--- config.mk ---
export PLATFORM = sky130hd
export DESIGN_NAME = stim_gen
export DESIGN_NICKNAME = d
export VERILOG_FILES = /design/src/rtl/stim_gen.sv
export SDC_FILE = /design/constraint.sdc
export NUM_CORES = 1
export LEC_CHECK = 0
export ABC_AREA = 1
export CAP_MARGIN = 20
export CORE_UTILIZATION = 40
export DETAILED_ROUTE_END_ITERATION = 8
export GPL_TIMING_DRIVEN = 0
export PLACE_DENSITY_LB_ADDON = 0.2
export SYNTH_ARGS = -nofsm -noshare
export SYNTH_HDL_FRONTEND = slang
export SYNTH_SLANG_ARGS = --single-unit
--- constraint.sdc ---
create_clock -name i_clk -period 1.9 [get_ports i_clk]
set_clock_uncertainty 0.2 [all_clocks]
set_input_delay 0.19 -clock i_clk [delete_from_list [all_inputs] [get_ports i_clk]]
set_output_delay 0.19 -clock i_clk [all_outputs]
set_load 0.01 [all_outputs]
--- src/rtl/stim_gen.sv ---
// ---------------------------------------------------------------------------
// stim_gen
// Stimulus pattern generator. On an accepted start it walks an index through
// a sequence, maps each index to a vector (binary-up, Gray, walking-one or
// binary-down), holds every vector for STEP clocks and then reports
// completion with a single-cycle done pulse.
//
// Parameters
//   WIDTH    vector / index width (2..16)
//   STEP     clocks each vector is held (1..255)
//
// Ports
//   i_clk    clock, all state updates on the rising edge
//   i_rst    synchronous active-high reset
//   i_start  start request, only looked at while idle
//   i_abort  abort request, returns to idle from any state
//   i_mode   pattern select, latched when a start is accepted
//   o_vec    current stimulus vector
//   o_valid  one-cycle pulse in the first cycle of each new vector
//   o_busy   high for every cycle a sequence vector is being driven
//   o_done   one-cycle pulse when a sequence completes normally
//   o_idx    index of the current vector within the sequence
// ---------------------------------------------------------------------------
module stim_gen #(
    parameter int WIDTH = 5,
    parameter int STEP  = 2
) (
    input  logic             i_clk,
    input  logic             i_rst,
    input  logic             i_start,
    input  logic             i_abort,
    input  logic [1:0]       i_mode,
    output logic [WIDTH-1:0] o_vec,
    output logic             o_valid,
    output logic             o_busy,
    output logic             o_done,
    output logic [WIDTH-1:0] o_idx
);

    typedef enum logic [1:0] {
        IDLE = 2'd0,
        RUN  = 2'd1,
        DONE = 2'd2
    } state_t;

    localparam logic [7:0]       STEP_LAST     = 8'(STEP - 1);
    localparam logic [WIDTH-1:0] IDX_LAST_FULL = '1;
    localparam logic [WIDTH-1:0] IDX_LAST_WALK = WIDTH'(WIDTH - 1);
    localparam logic [WIDTH-1:0] ONE           = WIDTH'(1);

    state_t           r_state;
    state_t           w_nextState;
    logic [WIDTH-1:0] r_idx;
    logic [WIDTH-1:0] w_idxNext;
    logic [7:0]       r_step;
    logic [7:0]       w_stepNext;
    logic [1:0]       r_mode;
    logic [1:0]       w_modeNext;
    logic             w_load;
    logic             w_wrap;
    logic             w_isLast;
    logic             w_busyNext;
    logic [WIDTH-1:0] w_vecMap;

    // Sequence-end and step-wrap detection. The walking-one pattern is only
    // WIDTH vectors long; the counting patterns stop at the all-ones index
    // instead of letting the index roll over.
    always_comb begin
        w_wrap   = (r_step == STEP_LAST);
        w_isLast = (r_mode == 2'd2) ? (r_idx == IDX_LAST_WALK)
                                    : (r_idx == IDX_LAST_FULL);
    end

    // Index-to-vector mapping for the latched pattern.
    always_comb begin
        w_vecMap = r_idx;
        case (r_mode)
            2'd0:    w_vecMap = r_idx;
            2'd1:    w_vecMap = r_idx ^ (r_idx >> 1);
            2'd2:    w_vecMap = ONE << r_idx;
            default: w_vecMap = ~r_idx;
        endcase
    end

    // Next-state logic. The internal index/step counters run one cycle
    // ahead of the registered outputs, so vector 0 appears on the edge
    // after the start edge and the done pulse lands one edge after the
    // last vector finishes.
    always_comb begin
        w_nextState = r_state;
        w_idxNext   = r_idx;
        w_stepNext  = r_step;
        w_modeNext  = r_mode;
        w_load      = 1'b0;
        case (r_state)
            IDLE: begin
                if (i_start && !i_abort) begin
                    w_nextState = RUN;
                    w_idxNext   = '0;
                    w_stepNext  = '0;
                    w_modeNext  = i_mode;
                end
            end
            RUN: begin
                if (i_abort) begin
                    w_nextState = IDLE;
                end else begin
                    w_load = 1'b1;
                    if (w_wrap) begin
                        w_stepNext = '0;
                        if (w_isLast) begin
                            w_nextState = DONE;
                        end else begin
                            w_idxNext = r_idx + ONE;
                        end
                    end else begin
                        w_stepNext = r_step + 8'd1;
                    end
                end
            end
            DONE: begin
                w_nextState = IDLE;
            end
            default: begin
                w_nextState = IDLE;
            end
        endcase
        w_busyNext = (r_state == RUN) && !i_abort;
    end

    // State and sequence counters.
    always_ff @(posedge i_clk) begin
        if (i_rst) begin
            r_state <= IDLE;
            r_idx   <= '0;
            r_step  <= '0;
            r_mode  <= 2'd0;
        end else begin
            r_state <= w_nextState;
            r_idx   <= w_idxNext;
            r_step  <= w_stepNext;
            r_mode  <= w_modeNext;
        end
    end

    // Registered outputs. Vector and index only move while a sequence is
    // actively running, so they hold their last value through abort, DONE
    // and IDLE.
    always_ff @(posedge i_clk) begin
        if (i_rst) begin
            o_vec   <= '0;
            o_idx   <= '0;
            o_valid <= 1'b0;
            o_busy  <= 1'b0;
            o_done  <= 1'b0;
        end else begin
            o_valid <= w_load && (r_step == 8'd0);
            o_busy  <= w_busyNext;
            o_done  <= (r_state == DONE);
            if (w_load) begin
                o_vec <= w_vecMap;
                o_idx <= r_idx;
            end
        end
    end

endmodule
==> results of run 1 <==
==> layout by cell type (no fill, tap or decap), types with 2 or more instances in the layout <==
cell type                         Yosys  final
sky130_fd_sc_hd__clkbuf_8             0      6
sky130_fd_sc_hd__nor3_1               7      7
sky130_fd_sc_hd__dfxtp_1             30     29
sky130_fd_sc_hd__ha_1                 6      6
sky130_fd_sc_hd__xor2_1               2      2
sky130_fd_sc_hd__a31oi_1              4      4
sky130_fd_sc_hd__buf_2                2      2
sky130_fd_sc_hd__clkdlybuf4s50_1      0     17
sky130_fd_sc_hd__nand3_1             17     17
sky130_fd_sc_hd__o21ai_0             17     17
sky130_fd_sc_hd__nor2_1              21     21
sky130_fd_sc_hd__nand4_1              3      3
sky130_fd_sc_hd__clkbuf_1             2      3
sky130_fd_sc_hd__inv_1               21     21
sky130_fd_sc_hd__nand2_1             42     42
sky130_fd_sc_hd__buf_4                2      2
sky130_fd_sc_hd__nand2_2              2      2
sky130_fd_sc_hd__a21oi_1             20     20
sky130_fd_sc_hd__nor3b_1              2      2
==> per-stage QoR <==
step           total power, mW  instances  hold slack (ns)
6_report                  1.32        280            0.120
5_1_grt                   1.38        280            0.144
3_3_place_gp             0.800        272            0.262
4_1_cts                   1.33        280            0.117
3_5_place_dp             0.799        272            0.264
2_1_floorplan            0.751        209            0.182
==> how the worst max path moves through the flow <==
stage                     startpoint   endpoint  slack, ns  depth (start not counted)
after floorplan            r_step[0]   r_idx[0]       0.40                          9
after global placement       i_start  r_step[7]      0.001                          6
after detailed placement     i_start  r_step[6]       0.03                          6
after CTS                  r_step[0]   r_idx[2]       0.13                          9
after global routing       r_step[1]   r_idx[2]       0.03                         10
final                      r_step[1]   r_idx[2]       0.16                         10
==> critical path, delay by kind of cell (launching register included) <==
family / cells / cell delay, ns
buf+inv: 2 / 0.12
simple gates: 6 / 0.72
flops: 1 / 0.34
fa+ha+maj: 1 / 0.15
compound gates: 1 / 0.14
==> metal layers <==
metal	routed length (µm)	GRT usage, %	vias up	share of wire [%]
met3	203	6.02	4	6.2
met5	0	0	-	0
met4	42	8.72	0	1.3
met1	1590	23.9	614	49
li1	-	-	746	-
met2	1420	28.0	39	44
==> where the power goes <==
part | leakage, nW | switching [mW] | internal [mW]
registers | 0.244 | 0.0154 | 0.645
logic | 0.409 | 0.0753 | 0.0503
clock network | 0.0482 | 0.241 | 0.292
total | 0.701 | 0.331 | 0.987
==> state kept, by name (all words and copies together) (netlist names) <==
signal,cells
r_state,2
r_idx,5
o_done,1
o_busy,1
o_idx,5
o_valid,1
r_step,8
o_vec,5
r_mode,2
==> logic make-up (layout without fill, tap and decap cells) <==
family | Yosys count | count (layout)
simple gates | 96 | 96
compound gates | 46 | 46
buf+inv | 28 | 53
xor+xnor | 3 | 3
fa+ha+maj | 6 | 6
flops | 30 | 30
==> layout make-up <==
cell class / count / area (µm²) / share of cell area (%)
inverter: 22 / 82.6 / 4.56
tap: 46 / 57.6 / 3.18
clock inverter: 1 / 5.00 / 0.277
timing repair buffer: 17 / 170 / 9.41
sequential: 30 / 602 / 33.3
clock buffer: 7 / 86.3 / 4.77
buffer: 6 / 32.5 / 1.80
multi-input combinational: 151 / 773 / 42.7
==> impl_summary.log, run 1 <==
INFO  metric outcome = completed
INFO  metric port_buffers = 17
INFO  metric worst_setup_path_end_kind = flop
INFO  metric grt_pass1_wl = roughly 5.7 mm
INFO  metric post_drt_via_cell_ratio = around 5.0
INFO  metric finalSetupViolCount = 0
INFO  metric die_area = roughly 0.0040 mm²
INFO  metric final_min_period_over_clock_period = roughly nine tenths
INFO  metric crit_fanout = 7
INFO  metric async_flop_share = 0%
INFO  metric antenna_found_initial = 0
INFO  metric postLayoutSetupSlackWorst = ~0.16 ns
INFO  metric clkTransAtPathRegs = around 0.070 ns
INFO  metric clock_sinks = 30
INFO  metric hp-class = in -> reg
INFO  metric synth_top_area_share = between 40% and 50%
INFO  metric synth_top_family_by_area = simple AND/OR/NAND/NOR gates
INFO  metric antenna-diode-count = 0
INFO  metric clock_tree.buffer_depth = 2
INFO  metric synth_sequential_area_ratio = between 40% and 50%
INFO  metric first_global_vias = around 1200
INFO  metric critical_path.most_common_cell = sky130_fd_sc_hd__nand2_1
INFO  metric synth-simple-area-share = approximately 28%
INFO  metric largest_net_degree_at_the_start_of_global_routing = 11
INFO  metric final_core_util = ~53%
INFO  metric rsz0062_at_grt = no
INFO  metric first_pass_iters = 5
INFO  metric drt-wirelength-per-cell = ~12 µm
INFO  metric ctsHoldBuffers = 0
INFO  metric postSynthCellCount = ~210
INFO  metric synth_fp_nets = ~220
INFO  metric critical_path_class = reg -> reg
INFO  metric static-leakage-power = 0.701 nW
INFO  metric arithmetic_cell_share_of_the_synthesized_area_counting_full_adders_half_adders_and_majority_gates = 5.04%
INFO  metric muxShareOfSynthArea = 0%
INFO  metric place_worst_setup_slack = just under 0.03 ns
INFO  metric worst_ep_required_time = about 1.9 ns
INFO  metric cell_area_synth = around 0.0015 mm²
INFO  metric cts.root.buffer_cell = sky130_fd_sc_hd__clkbuf_8
INFO  metric place.detailed.hpwl = 2.33 mm
INFO  metric dominant_cell_by_count_in_the_synthesized_netlist = sky130_fd_sc_hd__nand2_1
INFO  metric ff2ff_setup_slack = between 0.15 and 0.2 ns
INFO  metric dominantRegCellSynth = sky130_fd_sc_hd__dfxtp_1
INFO  metric synth_compound_area_share = between 10% and 20%
INFO  metric post-synth-top-area-cell = sky130_fd_sc_hd__dfxtp_1
INFO  metric globalRouteOverflowTotal = 0
INFO  metric drc = 0
INFO  metric post_synth.cell_area_avg = ~7 µm²
INFO  metric report.final.hold_viol_count = 0
INFO  metric dpl-instance-area = ~0.0017 mm²
INFO  metric drt_wl_total = 3.25 mm
INFO  metric num_rows = 21
INFO  metric worst_r2r_startpoint = r_step[1]
INFO  metric stdcell_area = 0.00181 mm²
INFO  metric gr-usage-all-layers = between 10% and 20%
INFO  metric worst_hold_startpoint = i_rst
INFO  metric crit-reg2reg-capture = r_idx[2]
INFO  metric layout_cells_sized_above_1 = 7.69%
INFO  metric holdPathStages = 2
INFO  metric relSlewSlack = a little over two thirds
INFO  metric dieHeight = approximately 63 µm
INFO  metric nets = approximately 250
INFO  metric initialDrtViolationCount = approximately 100
INFO  metric layout.filler_cells = about 350
INFO  metric cts_setup_buffers = 0
INFO  metric timing_worst_slew_pin_value = about 0.45 ns
INFO  metric power_density = about 730 mW/mm²
INFO  metric dieWidth = between 60 and 70 µm
INFO  metric area_growth_syn_to_layout = 21.5%
INFO  metric clock.fmax = 575 MHz
INFO  metric setup.worst_path.start_class = flop
INFO  metric numCtsBuffers = 5
INFO  metric timing_max_transition_violations_final = 0
INFO  metric synth.distinct_cells = 26
INFO  metric synth_enable_flop_cells = 0
INFO  metric critical_path.cell_chain = inv_1 -> ha_1 -> inv_1 -> nor3_1 -> nand2_1 -> nor2_2 -> nand2_4 -> nand2_1 -> nand2_1 -> a21oi_1
INFO  metric yosys.area_share.xor_xnor = 1.76%
INFO  metric hold_path_end = r_idx[4]
INFO  metric ios = 19
INFO  metric vias = approximately 1400
INFO  metric cts_repair_resize_count = 0
INFO  metric global_placer_s_final_weighted_congestion = 0.867
INFO  metric ys_top_cells_by_count = sky130_fd_sc_hd__nand2_1, sky130_fd_sc_hd__dfxtp_1, sky130_fd_sc_hd__inv_1, sky130_fd_sc_hd__nor2_1, sky130_fd_sc_hd__a21oi_1
INFO  metric fp.coreArea = roughly 0.0034 mm²
INFO  metric htree_levels = 2
INFO  metric initial_utilization = 43.3%
INFO  metric post-route-min-period = between 1.5 and 2 ns
INFO  metric cpPeakStageDelay = 0.34 ns
INFO  metric timing.max_cap.violations = 0
INFO  metric insertion_delay = approximately 0.28 ns
INFO  metric tritoncts = yes
INFO  metric reg2regPathDepth = 10
INFO  metric route.antenna.remaining_nets = 0
INFO  metric totalNegativeSetupSlack = 0 ns
INFO  metric arrival = between 1.5 and 2 ns
INFO  metric irDropWorstVdd = roughly 340 µV
INFO  metric crit_slowest_cell = sky130_fd_sc_hd__dfxtp_1
INFO  metric synth.area.top_cells = sky130_fd_sc_hd__dfxtp_1, sky130_fd_sc_hd__nand2_1, sky130_fd_sc_hd__a21oi_1
INFO  metric synth_seq_cells = 30
INFO  metric yosys_warnings = 0
Note: power is estimated with default switching activity, not from simulation.
==> run 2, diff against run 1 <==
--- a/config.mk
+++ b/config.mk
@@ -7,6 +7,7 @@
 export LEC_CHECK = 0
 export ABC_AREA = 1
 export CAP_MARGIN = 20
+export CORE_ASPECT_RATIO = 1.75
 export CORE_UTILIZATION = 40
 export DETAILED_ROUTE_END_ITERATION = 8
 export GPL_TIMING_DRIVEN = 0
==> run 2 against run 1 <==
Hold slack worse by 0.0016 ns; register-to-register slack better by 0.06 ns; via count is 2.4% higher; highest routed layer unchanged; setup slack better by 0.056 ns; utilization is 1.5 points lower; maximum frequency is 3.3% higher.
==> impl_summary.log, run 2 (synthesis results as in run 1) <==
INFO  metric outcome = completed
INFO  metric static-leakage-power = 0.710 nW
INFO  metric gr-usage-all-layers = 21.3%
INFO  metric seq_power_share = between 40% and 50%
INFO  metric htree_levels = 2
INFO  metric worst_setup_path_end_kind = flop
INFO  metric antenna_found_initial = 0
INFO  metric switching_share = 22.4%
INFO  metric dp_cells = around 270
INFO  metric clock_sinks = 30
INFO  metric layout_cells_sized_above_1 = just over 8%
INFO  metric area_growth_syn_to_layout = 23.1%
INFO  metric comb_power_share = roughly 8.8%
INFO  metric dieWidth = 48.1 µm
INFO  metric crit_fanout = 7
INFO  metric dr_wl_met2 = ~2 mm
INFO  metric tritoncts = yes
INFO  metric arrival = around 1.7 ns
INFO  metric rsz0062_at_grt = no
INFO  metric numCtsBuffers = 5
INFO  metric largest_reg_flops = 8
INFO  metric p_int = around 1.1 mW
INFO  metric globalRouteOverflowTotal = 0
INFO  metric antenna-diode-count = 0
INFO  metric timing_max_transition_violations_final = 0
INFO  metric num_rows = 29
INFO  metric highest_layer = met4
INFO  metric timing_worst_slew_pin_value = 0.427 ns
INFO  metric max_flop_register = r_step
INFO  metric final_cells = approximately 280
INFO  metric final_min_period_over_clock_period = 88.6%
INFO  metric global_placer_s_final_weighted_congestion = between 0.9 and 1
INFO  metric post_drt_via_cell_ratio = between 5 and 6
INFO  metric grt_pass1_wl = roughly 6.0 mm
INFO  metric initial_utilization = about 41%
INFO  metric clock_tree.buffer_depth = 2
INFO  metric clock.fmax = roughly 590 MHz
INFO  metric ff2ff_setup_slack = approximately 0.22 ns
INFO  metric most_common_library_cell_in_the_layout_ignoring_fill_and_taps = sky130_fd_sc_hd__nand2_1
INFO  metric drt_wl_total = 3.48 mm
INFO  metric drt-wirelength-per-cell = about 12 µm
INFO  metric route.antenna.remaining_nets = 0
INFO  metric dieHeight = approximately 83 µm
INFO  metric total_switching_power = ~0.32 mW
INFO  metric setup.worst_path.start_class = flop
INFO  metric die_area = 0.00398 mm²
INFO  metric port_buffers = 17
INFO  metric dr_wl_met3 = just over 80 µm
INFO  metric initialDrtViolationCount = 36
INFO  metric fp.coreArea = 0.00359 mm²
INFO  metric mostFrequentLayoutCells = sky130_fd_sc_hd__nand2_1, sky130_fd_sc_hd__dfxtp_1, sky130_fd_sc_hd__inv_1, sky130_fd_sc_hd__nor2_1, sky130_fd_sc_hd__a21oi_1
INFO  metric totalNegativeSetupSlack = 0 ns
INFO  metric cts_setup_buffers = 0
INFO  metric report.final.hold_viol_count = 0
INFO  metric largest_net_degree_at_the_start_of_global_routing = 11
INFO  metric clkTransAtPathRegs = roughly 0.06 ns
INFO  metric ios = 19
INFO  metric critical_path_class = reg -> reg
INFO  metric post-route-min-period = 1.68 ns
INFO  metric power_density = between 700 and 800 mW/mm²
INFO  metric power.clock.fraction = 45.1%
INFO  metric worst_ep_required_time = 1.89 ns
INFO  metric drc = 0
INFO  metric vias = between 1000 and 1500
INFO  metric route.layer.met1.wl = ~1.3 mm
INFO  metric finalSetupViolCount = 0
INFO  metric nets = roughly 250
INFO  metric first_global_vias = 1475
INFO  metric hp-class = in -> reg
INFO  metric relSlewSlack = 71.5%
INFO  metric cts.root.buffer_cell = sky130_fd_sc_hd__clkbuf_8
INFO  metric first_pass_iters = 4
INFO  metric irDropWorstVdd = 730 µV
INFO  metric insertion_delay = between 0.2 and 0.3 ns
INFO  metric place.detailed.hpwl = around 2.7 mm
INFO  metric timing.max_cap.violations = 0
## run 2: changes by cell type in the layout (fill, tap and decap cells not counted)
cell	delta
sky130_fd_sc_hd__bufinv_16	+1
sky130_fd_sc_hd__nand2_1	-1
sky130_fd_sc_hd__clkbuf_1	-1
sky130_fd_sc_hd__nand2_2	+1
sky130_fd_sc_hd__clkinv_2	-1
## run 2: path summary, 6_finish.rpt
| path | from | depth (start not counted) | end |
|---|---|---|---|
| setup / recovery | r_step[1] | 9 | r_step[2] |
| hold / removal | i_rst | 2 | r_idx[3] |
| setup reg to reg | r_step[1] | 9 | r_step[2] |
| hold reg to reg | o_idx[2] | 2 | o_idx[2] |
## run 2: repair_timing
action / CTS / global route
resized for setup: 0 / 2
hold buffers: 0 / 0
setup endpoints to repair: 0 / 1
## run 2: stage by stage
| step | setup WS (ns) | util [%] | instance area [µm²] | power (mW) | hold WS [ns] |
|---|---|---|---|---|---|
| after floorplan | 0.397 | - | 1490 | 0.751 | 0.182 |
| after global placement | -0.00888 | 47.8 | 1720 | 0.802 | 0.269 |
| after detailed placement | -0.0297 | 47.8 | 1720 | 0.801 | 0.282 |
| after CTS | 0.180 | 50.9 | 1830 | 1.46 | 0.104 |
| after global routing | 0.0137 | 51.0 | 1830 | 1.50 | 0.149 |
| final | 0.217 | 51.0 | 1830 | 1.44 | 0.118 |
## run 2: worst max-delay path, cell delays in order (launching register included)
cell,delay [ns]
sky130_fd_sc_hd__dfxtp_1,0.38
sky130_fd_sc_hd__inv_1,0.08
sky130_fd_sc_hd__ha_1,0.18
sky130_fd_sc_hd__inv_1,0.05
sky130_fd_sc_hd__nor3_1,0.04
sky130_fd_sc_hd__nand2_1,0.13
sky130_fd_sc_hd__nand2_1,0.08
sky130_fd_sc_hd__nand2_1,0.08
sky130_fd_sc_hd__nand2_1,0.17
sky130_fd_sc_hd__nor3b_1,0.22
## run 2: layout make-up
type	instances	area (µm²)
Buffer	6	32.5
Clock buffer	6	82.6
Clock inverter	1	30.0
Fill cell	341	1760
Inverter	22	82.6
Multi-Input combinational cell	151	776
Sequential cell	30	602
Tap cell	46	57.6
Timing Repair Buffer	17	170
## run 2: layer usage
layer	global-route usage, %	up-vias
met3	4.35	12
met1	19.8	656
li1	-	745
met5	0	-
met2	40.0	24
met4	11.1	0
## run 2: power groups by stage
stage,clock [mW],sequential [mW],combinational [mW]
finish,0.648,0.661,0.127
global route,0.691,0.664,0.146
CTS,0.670,0.661,0.127
detailed placement,0,0.675,0.127
global placement,0,0.675,0.127
floorplan,0,0.675,0.0755
